`config.mk`:
```
export PLATFORM = sky130hd
export DESIGN_NAME = lsu_bus_master
export DESIGN_NICKNAME = d
export VERILOG_FILES = /design/src/rtl/lsu_bus_master.sv
export SDC_FILE = /design/constraint.sdc
export NUM_CORES = 1
export LEC_CHECK = 0
export BUFFER_PORTS_ARGS = -buffer_cell sky130_fd_sc_hd__buf_2
export CELL_PAD_IN_SITES_DETAIL_PLACEMENT = 1
export CELL_PAD_IN_SITES_GLOBAL_PLACEMENT = 2
export CORE_MARGIN = 10
export CORE_UTILIZATION = 30
export DETAILED_ROUTE_END_ITERATION = 7
export PLACE_DENSITY = 0.89
export SETUP_SLACK_MARGIN = 0.3
export SLEW_MARGIN = 20
export SYNTH_ARGS = -nofsm -noshare
export SYNTH_HDL_FRONTEND = slang
export SYNTH_SLANG_ARGS = --single-unit
export TNS_END_PERCENT = 1
```
`constraint.sdc`:
```
create_clock -name clk -period 4.3 [get_ports clk]
set_input_delay 0.215 -clock clk [delete_from_list [all_inputs] [get_ports clk]]
set_output_delay 0.215 -clock clk [all_outputs]
set_load 0.005 [all_outputs]
```
`src/rtl/lsu_bus_master.sv`:
```
`default_nettype none
// +----------------------------------------------------------------------------+
// | Module      : lsu_bus_master                                               |
// | Description : Load/store unit bus master for the M pipeline stage.         |
// |               Latches a load/store request, stalls the pipeline, issues a  |
// |               single-beat command on the data bus and returns an aligned,  |
// |               sign/zero-extended load result with a one-cycle pulse.       |
// |               A wait counter abandons an access that is never acked.       |
// | Optional    : LSU_MISALIGN_TRAP_EN - when defined, misaligned half/word    |
// |               accesses skip the bus and complete with an addr_err pulse.   |
// |               When undefined, the low address bits are ignored as needed.  |
// | Ports       : clk, clr_n (sync active-low reset)                           |
// |               req_valid/req_we/req_size/req_signed/req_addr/req_wdata  in  |
// |               stall, rdata, rdata_valid, addr_err, bus_err             out |
// |               mem_req/mem_we/mem_addr/mem_be/mem_wdata                 out |
// |               mem_ack, mem_rdata                                       in  |
// | Revision    : 1.0 - initial release                                        |
// +----------------------------------------------------------------------------+
module lsu_bus_master (
    input  logic        clk,
    input  logic        clr_n,
    // request from the M stage
    input  logic        req_valid,
    input  logic        req_we,
    input  logic [1:0]  req_size,
    input  logic        req_signed,
    input  logic [31:0] req_addr,
    input  logic [31:0] req_wdata,
    // pipeline side results
    output logic        stall,
    output logic [31:0] rdata,
    output logic        rdata_valid,
    output logic        addr_err,
    output logic        bus_err,
    // data memory bus
    output logic        mem_req,
    output logic        mem_we,
    output logic [31:0] mem_addr,
    output logic [3:0]  mem_be,
    output logic [31:0] mem_wdata,
    input  logic        mem_ack,
    input  logic [31:0] mem_rdata
);

    localparam logic [1:0] c_ST_IDLE = 2'd0;
    localparam logic [1:0] c_ST_BUS  = 2'd1;
    localparam logic [1:0] c_ST_DONE = 2'd2;

    localparam logic [1:0] c_SZ_BYTE = 2'b00;
    localparam logic [1:0] c_SZ_HALF = 2'b01;

    // The counter is compared against one below the limit so that the access
    // is abandoned on the cycle the count reaches 255, i.e. after exactly
    // 255 bus cycles without an acknowledge.
    localparam logic [7:0] c_WAIT_LAST = 8'd254;

    logic [1:0]  r_state;
    logic [1:0]  w_state_nxt;

    logic        r_we;
    logic [1:0]  r_size;
    logic        r_signed;
    logic [31:0] r_addr;
    logic [31:0] r_wdata;
    logic [7:0]  r_wait;
    logic        r_timeout;
    logic [31:0] r_rdata;

    logic        w_timeout;
    logic        w_req_misal;
    logic [3:0]  w_be;
    logic [31:0] w_wdata;
    logic [7:0]  w_lb;
    logic [15:0] w_lh;
    logic [31:0] w_load_data;

`ifdef LSU_MISALIGN_TRAP_EN
    logic        r_misal;

    // Half needs addr[0]=0; word (size 10 or 11) needs addr[1:0]=0.
    assign w_req_misal = ((req_size == c_SZ_HALF) && req_addr[0]) ||
                         (req_size[1] && (req_addr[1:0] != 2'b00));
`else
    assign w_req_misal = 1'b0;
`endif

    assign w_timeout = (r_state == c_ST_BUS) && !mem_ack && (r_wait == c_WAIT_LAST);

    // ------------------------------------------------------------------
    // Store byte enables and lane replication
    // ------------------------------------------------------------------
    always_comb begin
        w_be    = 4'b1111;
        w_wdata = r_wdata;
        case (r_size)
            c_SZ_BYTE: begin
                w_be    = 4'b0001 << r_addr[1:0];
                w_wdata = {4{r_wdata[7:0]}};
            end
            c_SZ_HALF: begin
                w_be    = r_addr[1] ? 4'b1100 : 4'b0011;
                w_wdata = {2{r_wdata[15:0]}};
            end
            default: begin
                w_be    = 4'b1111;
                w_wdata = r_wdata;
            end
        endcase
    end

    // ------------------------------------------------------------------
    // Load lane selection and extension
    // ------------------------------------------------------------------
    always_comb begin
        w_lb = mem_rdata[7:0];
        case (r_addr[1:0])
            2'd0:    w_lb = mem_rdata[7:0];
            2'd1:    w_lb = mem_rdata[15:8];
            2'd2:    w_lb = mem_rdata[23:16];
            default: w_lb = mem_rdata[31:24];
        endcase
        w_lh = r_addr[1] ? mem_rdata[31:16] : mem_rdata[15:0];

        w_load_data = mem_rdata;
        case (r_size)
            c_SZ_BYTE: w_load_data = {{24{r_signed & w_lb[7]}}, w_lb};
            c_SZ_HALF: w_load_data = {{16{r_signed & w_lh[15]}}, w_lh};
            default:   w_load_data = mem_rdata;
        endcase
    end

    // ------------------------------------------------------------------
    // FSM state register
    // ------------------------------------------------------------------
    always_ff @(posedge clk) begin
        if (!clr_n) begin
            r_state <= c_ST_IDLE;
        end else begin
            r_state <= w_state_nxt;
        end
    end

    // ------------------------------------------------------------------
    // FSM next state and outputs
    // ------------------------------------------------------------------
    always_comb begin
        w_state_nxt = r_state;
        stall       = 1'b0;
        mem_req     = 1'b0;
        rdata_valid = 1'b0;
        bus_err     = 1'b0;
        addr_err    = 1'b0;
        case (r_state)
            c_ST_IDLE: begin
                stall = req_valid;
                if (req_valid) begin
                    w_state_nxt = w_req_misal ? c_ST_DONE : c_ST_BUS;
                end
            end
            c_ST_BUS: begin
                stall   = 1'b1;
                mem_req = 1'b1;
                if (mem_ack || w_timeout) begin
                    w_state_nxt = c_ST_DONE;
                end
            end
            c_ST_DONE: begin
                // req_valid is still the completing instruction here.
                rdata_valid = 1'b1;
                bus_err     = r_timeout;
`ifdef LSU_MISALIGN_TRAP_EN
                addr_err    = r_misal;
`endif
                w_state_nxt = c_ST_IDLE;
            end
            default: begin
                w_state_nxt = c_ST_IDLE;
            end
        endcase
    end

    // ------------------------------------------------------------------
    // Request latch, wait counter and load result
    // ------------------------------------------------------------------
    always_ff @(posedge clk) begin
        if (!clr_n) begin
            r_we      <= 1'b0;
            r_size    <= 2'b00;
            r_signed  <= 1'b0;
            r_addr    <= 32'h0;
            r_wdata   <= 32'h0;
            r_wait    <= 8'h0;
            r_timeout <= 1'b0;
            r_rdata   <= 32'h0;
`ifdef LSU_MISALIGN_TRAP_EN
            r_misal   <= 1'b0;
`endif
        end else begin
            case (r_state)
                c_ST_IDLE: begin
                    r_wait    <= 8'h0;
                    r_timeout <= 1'b0;
`ifdef LSU_MISALIGN_TRAP_EN
                    r_misal   <= req_valid & w_req_misal;
`endif
                    if (req_valid) begin
                        r_we     <= req_we;
                        r_size   <= req_size;
                        r_signed <= req_signed;
                        r_addr   <= req_addr;
                        r_wdata  <= req_wdata;
                    end
                end
                c_ST_BUS: begin
                    if (mem_ack) begin
                        // Stores keep the previous load result.
                        if (!r_we) begin
                            r_rdata <= w_load_data;
                        end
                    end else if (w_timeout) begin
                        r_timeout <= 1'b1;
                        r_rdata   <= 32'h0;
                        r_wait    <= r_wait + 8'd1;
                    end else begin
                        r_wait <= r_wait + 8'd1;
                    end
                end
                default: begin
                    r_wait <= 8'h0;
                end
            endcase
        end
    end

    assign rdata     = r_rdata;
    assign mem_we    = r_we;
    assign mem_addr  = {r_addr[31:2], 2'b00};
    assign mem_be    = w_be;
    assign mem_wdata = w_wdata;

endmodule
`default_nettype wire

```
==> results.toml <==
[run_status]
outcome = "finished clean"

[sta]
setup_tns_ps = 0
hold_viol = 0
worst_pin_slew_ps = 981
rsz0062_at_grt = "false"
max_freq_mhz = 382
holdWs_ps = 101
finalCritPeriodShare_pct = 60.8
fin_crit_ps = 2620
fin_ws_ps = 1680
max_slew_margin_pct = 34.5
slew_violations = 0
setup_viol = 0
fin_worst_skew_ps = 9.68

[layout]
utilization_pct = 36.9
drive_gt1_share_pct = 34.3
layout_common_cells = "206 x buf_2, 166 x nand2_1, 110 x dfxtp_1"
n_fill_cell = 2167
seq_area_um2 = 2220
final_area_um2 = 6580
multi_input_area_um2 = 2670
finalNonFillerCells = 1003
layout_commonest_cell = "buf_2"
synthToLayoutAreaGrowth_pct = 21.7
fin_nets = 873

[power_and_ir_drop]
powerDensity_nw_per_um2 = 359
power_mw = 2.36
leakage_nw = 2.93
vdd.ir_drop.worst_mv = 0.178

[global_route]
grt_max_degree = 72
gr-total-overflow = 0
grtUsageTotal_pct = 14.4
antenna_found_initial = 4
grt_pass1_vias = 4950
grt_pass1_wl_um = 28000

[floorplanning]
ioPinCount = 210
die_area_um2 = 23800
start_util_pct = 30.3
die_h_um = 154
coreArea_um2 = 17800
die_width_um = 154
num_rows = 49

[detailed_routing]
drt_wl_total_um = 17900
vias = 4787
routedWlPerCell_um = 17.9
drtIter0Drc = 168
drcViolationCount = 0
ant_nets = 0
vias_per_cell = 4.77
drtPass1Iterations = 5

[place]
place_congestion = 0.791
io_buffers = 206
preCtsSetupSlack_ps = 1920
post_dp_cell_area_um2 = 6270
dp.cells = 985
dp_hpwl_um = 13100

[clocking]
htree_levels = 3
postCtsSetupBuffers = 0
clock_path_buffers = 2
cts.sinks = 111
clk_latency_ps = 360
cts_tree = "done"
numCtsBuffers = 9
ctsResizeCount = 0
cts_hold_buf = 0
root_buffer = "clkbuf_16"
clkSlewWorstSetupHoldPaths_ps = 80

[yosys]
synth_seq_cells = 111
syn_area_um2 = 5410
yosysWarnings = 0
syn-instance-count = 629
synth.distinct_cells = 47
synth_edf_count = 0
async_flop_share_pct = 0
syn_area_per_cell_um2 = 8.60
synth-seq-area-share_pct = 41.1
ys.flop_type = "dfxtp_1"

[critical_path]
crit_path_max_incr_delay_ps = 730
crit_family = "simple AND/OR/NAND/NOR gates"
critPathRequiredTime_ps = 4090
cp_common_cell = "nand2_1"
path_buf_inv = 2
end_kind = "primary output"
crit_path_start_kind = "register"
worstSetupPathType = "register to primary output"
worst_ep_arrival_time_ps = 2400
path_max_fanout = 16
path_cells = "buf_4 > nand2b_1 > nand2_1 > nand2_1 > buf_2"
cpMaxStageDelayCell = "dfxtp_1"

[job]
max_cap_violations = 0

[min_path]
hold_path.class = "input pin to register"
[per-layer routing]
layer,track usage (%),share of wire [%],vias up
met5,0,0.045,-
met4,3.37,0.89,2
met3,6.05,9.0,14
met2,23.2,46,150
met1,17.5,44,2238
li1,-,-,2383
[state kept, by name, summed over array words and instances (netlist names)]
signal	flops
r_addr	32
r_wdata	32
r_state	2
r_timeout	1
rdata	32
r_signed	1
r_wait	8
mem_we	1
r_size	2
[worst register-to-register path: stages (launching register included)]
cell and delay [ps]:
dfxtp_1 730, buf_4 330, nand2b_1 650, mux2i_1 250
o21ai_0 100, a22o_1 210
[Yosys cell counts (11+ instances only)]
library cell	number	share of area [%]
nand2_1	167	12
dfxtp_1	111	41
a21boi_0	68	9.4
buf_4	43	6.0
mux2_2	24	5.0
a21oi_1	20	1.9
clkbuf_1	20	1.4
o21ai_0	20	1.9
buf_2	17	1.6
o2bb2ai_1	17	2.8
mux2i_1	16	3.0
nor2_1	15	1.0
nor2b_1	11	1.3
[cells by family after synthesis]
group / synth area share, %
and+or+nand+nor: 17.2
muxes: 8.52
other: 0.0694
adders and majority gates: 0.463
DFF: 41.1
xor gates and xnor gates: 0.810
AOI/OAI and AO/OA: 22.0
buffers and inverters: 9.84
[where the power goes]
part	total, mW	internal, mW	leakage (nW)	switching [mW]
combinational	0.366	0.166	1.88	0.200
clock	0.878	0.460	0.149	0.418
sequential	1.12	1.08	0.906	0.0429
[path summary, 6_finish.rpt]
kind,start,end,cells after the start,slack [ps]
worst max-delay path,r_size[0]$_SDFFE_PN0P_,mem_be[2],5,1680
worst min-delay path,req_wdata[20],r_wdata[20]$_SDFFE_PN0P_,3,100
worst max register to register,r_size[0]$_SDFFE_PN0P_,rdata[6]$_SDFFE_PN0P_,5,1930
worst min register to register,r_addr[17]$_SDFFE_PN0P_,r_addr[17]$_SDFFE_PN0P_,2,460
[layout make-up]
class / instances / area share, %
clock buffer: 9 / 3.42
antenna: 2 / 0.0761
timing repair buffer: 212 / 16.4
sequential: 111 / 33.8
inverter: 4 / 0.228
multi-input combinational: 429 / 40.6
clock inverter: 7 / 1.20
tap: 229 / 4.35
No activity file was read; power rests on OpenSTA's default activity.
